`src/rtl/uart_fifo_pkg.sv`:
```
// Shared types and defaults for the UART FIFO controller and its register-file buffer top.
package uart_fifo_pkg;

  parameter int unsigned AddrWidthDefault = 3;

  // Request classes decoded from {wr, rd}.
  typedef enum logic [1:0] {
    OpNoop = 2'b00,
    OpRd   = 2'b01,
    OpWr   = 2'b10,
    OpWrRd = 2'b11
  } fifo_op_e;

endpackage

```
`src/rtl/fifo_ctrl.sv`:
```
// Pointer and full/empty flag controller for a 2^ADDR_WIDTH-entry register-file FIFO.
// Define FIFO_CTRL_LEVEL_EN to build the level counter and the almost_full flag.
module fifo_ctrl
  import uart_fifo_pkg::*;
#(
  parameter int unsigned ADDR_WIDTH = AddrWidthDefault
`ifdef FIFO_CTRL_LEVEL_EN
  ,
  parameter int unsigned ALMOST_FULL_LVL = 6
`endif
) (
  input  logic                  clk,
  input  logic                  reset,
  input  logic                  wr,
  input  logic                  rd,
  output logic                  w_en,
  output logic [ADDR_WIDTH-1:0] w_addr,
  output logic [ADDR_WIDTH-1:0] r_addr,
  output logic                  full,
  output logic                  empty,
  output logic                  overflow,
  output logic                  underflow
`ifdef FIFO_CTRL_LEVEL_EN
  ,
  output logic [ADDR_WIDTH:0]   level,
  output logic                  almost_full
`endif
);

  fifo_op_e op;

  logic [ADDR_WIDTH-1:0] wptr_q, wptr_d, rptr_q, rptr_d;
  logic                  full_q, full_d, empty_q, empty_d;
  logic                  ovf_q, ovf_d, unf_q, unf_d;
  logic                  wr_acc, rd_acc;

  assign op = fifo_op_e'({wr, rd});

  always_comb begin
    wr_acc = 1'b0;
    rd_acc = 1'b0;
    ovf_d  = 1'b0;
    unf_d  = 1'b0;
    unique case (op)
      OpWr: begin
        if (full_q) ovf_d = 1'b1;
        else        wr_acc = 1'b1;
      end
      OpRd: begin
        if (empty_q) unf_d = 1'b1;
        else         rd_acc = 1'b1;
      end
      OpWrRd: begin
        // At a boundary only the side that can make progress is accepted.
        if (empty_q) begin
          wr_acc = 1'b1;
          unf_d  = 1'b1;
        end else if (full_q) begin
          rd_acc = 1'b1;
          ovf_d  = 1'b1;
        end else begin
          wr_acc = 1'b1;
          rd_acc = 1'b1;
        end
      end
      default: ;
    endcase
  end

  always_comb begin
    wptr_d  = wptr_q + ADDR_WIDTH'(wr_acc);
    rptr_d  = rptr_q + ADDR_WIDTH'(rd_acc);
    full_d  = full_q;
    empty_d = empty_q;
    if (wr_acc && !rd_acc) begin
      empty_d = 1'b0;
      full_d  = (wptr_d == rptr_q);
    end else if (rd_acc && !wr_acc) begin
      full_d  = 1'b0;
      empty_d = (rptr_d == wptr_q);
    end
  end

  always_ff @(posedge clk) begin
    if (reset) begin
      wptr_q  <= '0;
      rptr_q  <= '0;
      full_q  <= 1'b0;
      empty_q <= 1'b1;
      ovf_q   <= 1'b0;
      unf_q   <= 1'b0;
    end else begin
      wptr_q  <= wptr_d;
      rptr_q  <= rptr_d;
      full_q  <= full_d;
      empty_q <= empty_d;
      ovf_q   <= ovf_d;
      unf_q   <= unf_d;
    end
  end

  assign w_en      = wr & ~full_q;
  assign w_addr    = wptr_q;
  assign r_addr    = rptr_q;
  assign full      = full_q;
  assign empty     = empty_q;
  assign overflow  = ovf_q;
  assign underflow = unf_q;

`ifdef FIFO_CTRL_LEVEL_EN
  localparam logic [ADDR_WIDTH:0] AfLvl = (ADDR_WIDTH + 1)'(ALMOST_FULL_LVL);

  logic [ADDR_WIDTH:0] level_q, level_d;
  logic                af_q, af_d;

  always_comb begin
    level_d = level_q + (ADDR_WIDTH + 1)'(wr_acc) - (ADDR_WIDTH + 1)'(rd_acc);
    af_d    = (level_d >= AfLvl);
  end

  always_ff @(posedge clk) begin
    if (reset) begin
      level_q <= '0;
      af_q    <= 1'b0;
    end else begin
      level_q <= level_d;
      af_q    <= af_d;
    end
  end

  assign level       = level_q;
  assign almost_full = af_q;
`endif

endmodule
```
`config.mk`:
```
export PLATFORM = sky130hd
export DESIGN_NAME = fifo_ctrl
export DESIGN_NICKNAME = d
export VERILOG_FILES = /design/src/rtl/uart_fifo_pkg.sv /design/src/rtl/fifo_ctrl.sv
export SDC_FILE = /design/constraint.sdc
export NUM_CORES = 1
export LEC_CHECK = 0
export CAP_MARGIN = 20
export CORE_AREA = 2 2 39 41
export CTS_BUF_LIST = sky130_fd_sc_hd__clkbuf_8
export CTS_CLUSTER_SIZE = 10
export DETAILED_ROUTE_END_ITERATION = 16
export DIE_AREA = 0 0 41 43
export SYNTH_ARGS = -nofsm -noshare
export SYNTH_HDL_FRONTEND = slang
export SYNTH_SLANG_ARGS = --single-unit
export TNS_END_PERCENT = 50
```
`constraint.sdc`:
```
create_clock -name clk -period 4.9 [get_ports clk]
set_input_delay 0.98 -clock clk [delete_from_list [all_inputs] [get_ports clk]]
set_output_delay 0.98 -clock clk [all_outputs]
set_load 0.02 [all_outputs]
```
==> impl_metrics.csv <==
group,metric,value,unit
placed_design,dp.final_hpwl,641,um
worst_setup_path,required,3.92,ns
placed_design,gp_congestion,0.723,
clock_tree,clock_latency,0.23,ns
clock_tree,root_buffer,"clkbuf_8",
synthesis,synth_edf_count,0,
worst_setup_path,crit_type,"in2out",
synthesis,synthTopCellsByArea,"dfxtp_1 45%, ha_1 14%, xnor2_1 12%",
global_routing,track_usage,13.6,%
sta,finalCritPeriodShare,64.8,%
pwr,pwr_density_cell,387,nW/um^2
finish,drive_gt1_share,6.45,%
route,vias,353,
worst_setup_path,ff2ff_setup_slack,3.11,ns
worst_setup_path,critPathCapture,"w_en",
placed_design,dp_cells,74,
sta,worst_pin_slew,0.370,ns
route,post-route-drc-count,0,
floorplan,ios,15,
sta,tns,0,ns
synthesis,synth_area,449,um^2
finish,area_growth,47.1,%
synthesis,yosys.area.top_type,"dfxtp_1",
sta,hold_viol_final,0,
floorplan,placementRows,14,
synthesis,synthCells,45,
synthesis,synth-async-reset-ratio,0,%
pwr,seqPwrFrac,37.1,%
sta,clock_skew,0.00122,ns
synthesis,synthesis.nets,54,
clock_tree,clk_path_buf_depth,2,
sta,drv_slew,0,
synthesis,syn_area_per_cell,9.98,um^2
status,status,"complete, no violations",
clock_tree,cts-htree-levels,1,
sta,timing.hold.ws,0.511,ns
worst_setup_path,crit_start,"wr",
floorplan,start_util,32.5,%
clock_tree,ctsResizeCount,0,
synthesis,synth.most_common_cell,"dfxtp_1",
global_routing,antenna_found_initial,0,
worst_setup_path,rr_endpoint,"empty",
route,wl_per_cell,10.9,um
synthesis,yosysSeqAreaShare,44.6,%
finish,antenna-diode-count,0,
worst_setup_path,crit_path_start_kind,"input port",
sta,timing.fmax,315,MHz
synthesis,synth_seq_cells,10,
floorplan,die_x,41,um
route,drtAntennaViolNets,0,
placed_design,numPortBuffers,14,
route,dr.pass1.iters,4,
clock_tree,cts_setup_buffers,0,
clock_tree,postCtsHoldBufs,0,
pwr,max-vdd-ir-drop,0.167,mV
floorplan,die_area,1760,um^2
global_routing,grt_max_degree,11,
pwr,leakage,0.285,nW
synthesis,synthFlopType,"dfxtp_1",
global_routing,grt_pass1_vias,320,
pwr,power.switching,0.0650,mW
synthesis,yosys.area.top_type_share,44.6,%
sta,period_minus_slack,3.17,ns
sta,relSlewSlack,75.2,%
worst_hold_path,min_path_type,"reg2reg",
sta,setup_viol,0,
worst_setup_path,cp_max_fo,3,
pwr,p_total,0.255,mW
clock_tree,numCtsBuffers,3,
worst_setup_path,worstPathArrival,2.19,ns
synthesis,synth_common_cells,"10 x dfxtp_1, 6 x nor2b_1, 6 x xnor2_1",
floorplan,coreArea,1380,um^2
pwr,comb_power_share,23.2,%
clock_tree,cts.sinks,10,
finish,nFillCells,141,
worst_setup_path,rr_startpoint,"empty",
flow_run,maxCapViolCount,0,
sta,rsz0062_at_grt,"no",
pwr,intPower,0.190,mW
floorplan,die_y,43,um
pwr,swShare,25.5,%
worst_setup_path,end_kind,"output pin",
clock_tree,tritoncts,"done",
finish,nets,72,
global_routing,overflow,0,
worst_setup_path,rr_worst_depth,5,
route,avgViaCountPerCell,4.53,
synthesis,yosys_warnings,0,
finish,final_cells,78,
global_routing,grt_pass1_wl,1480,um
route,drt-initial-drc-count,7,
synthesis,synth_cell_types,17,
pwr,clock_power_share,39.7,%
clock_tree,clkTransAtPathRegs,0.05,ns
route,wl,854,um
per-layer routing:
layer / GRT usage (%) / up-vias / share of wire [%]
met5: 0 / - / 0
met4: 14.0 / 0 / 5.2
met3: 3.66 / 5 / 7.6
met2: 16.9 / 15 / 44
met1: 17.3 / 151 / 43
li1: - / 182 / -
area by class of cell:
cell class	instances	area (um^2)	share of cell area, %
clock buffer	4	55.1	8.33
inverter	1	3.75	0.568
multi-input combinational	33	241	36.6
sequential	10	200	30.3
tap	16	20.0	3.03
timing repair buffer	14	140	21.2
power groups by stage:
| stage | logic, mW | clock network [mW] | registers (mW) |
|---|---|---|---|
| after floorplan | 0.0275 | 0 | 0.105 |
| after global placement | 0.0588 | 0 | 0.0963 |
| after detailed placement | 0.0594 | 0 | 0.0963 |
| after CTS | 0.0601 | 0.105 | 0.0947 |
| after global routing | 0.0664 | 0.112 | 0.0957 |
| final | 0.0593 | 0.101 | 0.0948 |
how the worst min path moves through the flow:
stage,startpoint,end,slack (ns),depth (start not counted)
3_3_place_gp,empty,underflow,0.50,2
6_report,empty,underflow,0.51,2
5_1_grt,empty,underflow,0.57,2
3_5_place_dp,empty,underflow,0.51,2
2_1_floorplan,empty,underflow,0.56,2
4_1_cts,empty,underflow,0.51,2
per-stage QoR:
| stage | cell area, um^2 | worst slack [ns] | util, % |
|---|---|---|---|
| after global routing | 661 | 1.68 | 47.7 |
| after floorplan | 449 | 2.61 | - |
| after CTS | 661 | 1.72 | 47.7 |
| after global placement | 606 | 1.74 | 43.8 |
| after detailed placement | 606 | 1.72 | 43.8 |
| final | 661 | 1.73 | 47.7 |
flip-flops by register name, indices dropped and copies added, names as in the netlist:
signal / flops
full: 1
overflow: 1
underflow: 1
w_addr: 3
empty: 1
r_addr: 3
critical path, cell delays in order:
cell and delay [ns]:
clkdlybuf4s50_1 0.48, nor2b_1 0.13, clkdlybuf4s50_1 0.60
logic make-up after synthesis:
kind of cell             synth area share [%]
AO/OA/AOI/OAI                            5.01
XOR/XNOR                                 15.6
adder cells (fa/ha/maj)                  13.9
buffers and inverters                    1.67
flip-flops                               44.6
AND/OR/NAND/NOR                          19.2
cell usage in the layout, fill, tap and decap left out:
cell and count:
clkdlybuf4s50_1 14, dfxtp_1 10, nor2b_1 6, xnor2_1 6, ha_1 5, nor2_1 4
clkbuf_8 4, nand2_1 2, xor2_1 2, a21boi_0 1, nand2b_1 1, inv_1 1
nand4_1 1, o21ai_0 1, or4_1 1, a21oi_1 1, o21ai_1 1, and3_1 1
Power figures use the tool's default switching activity.
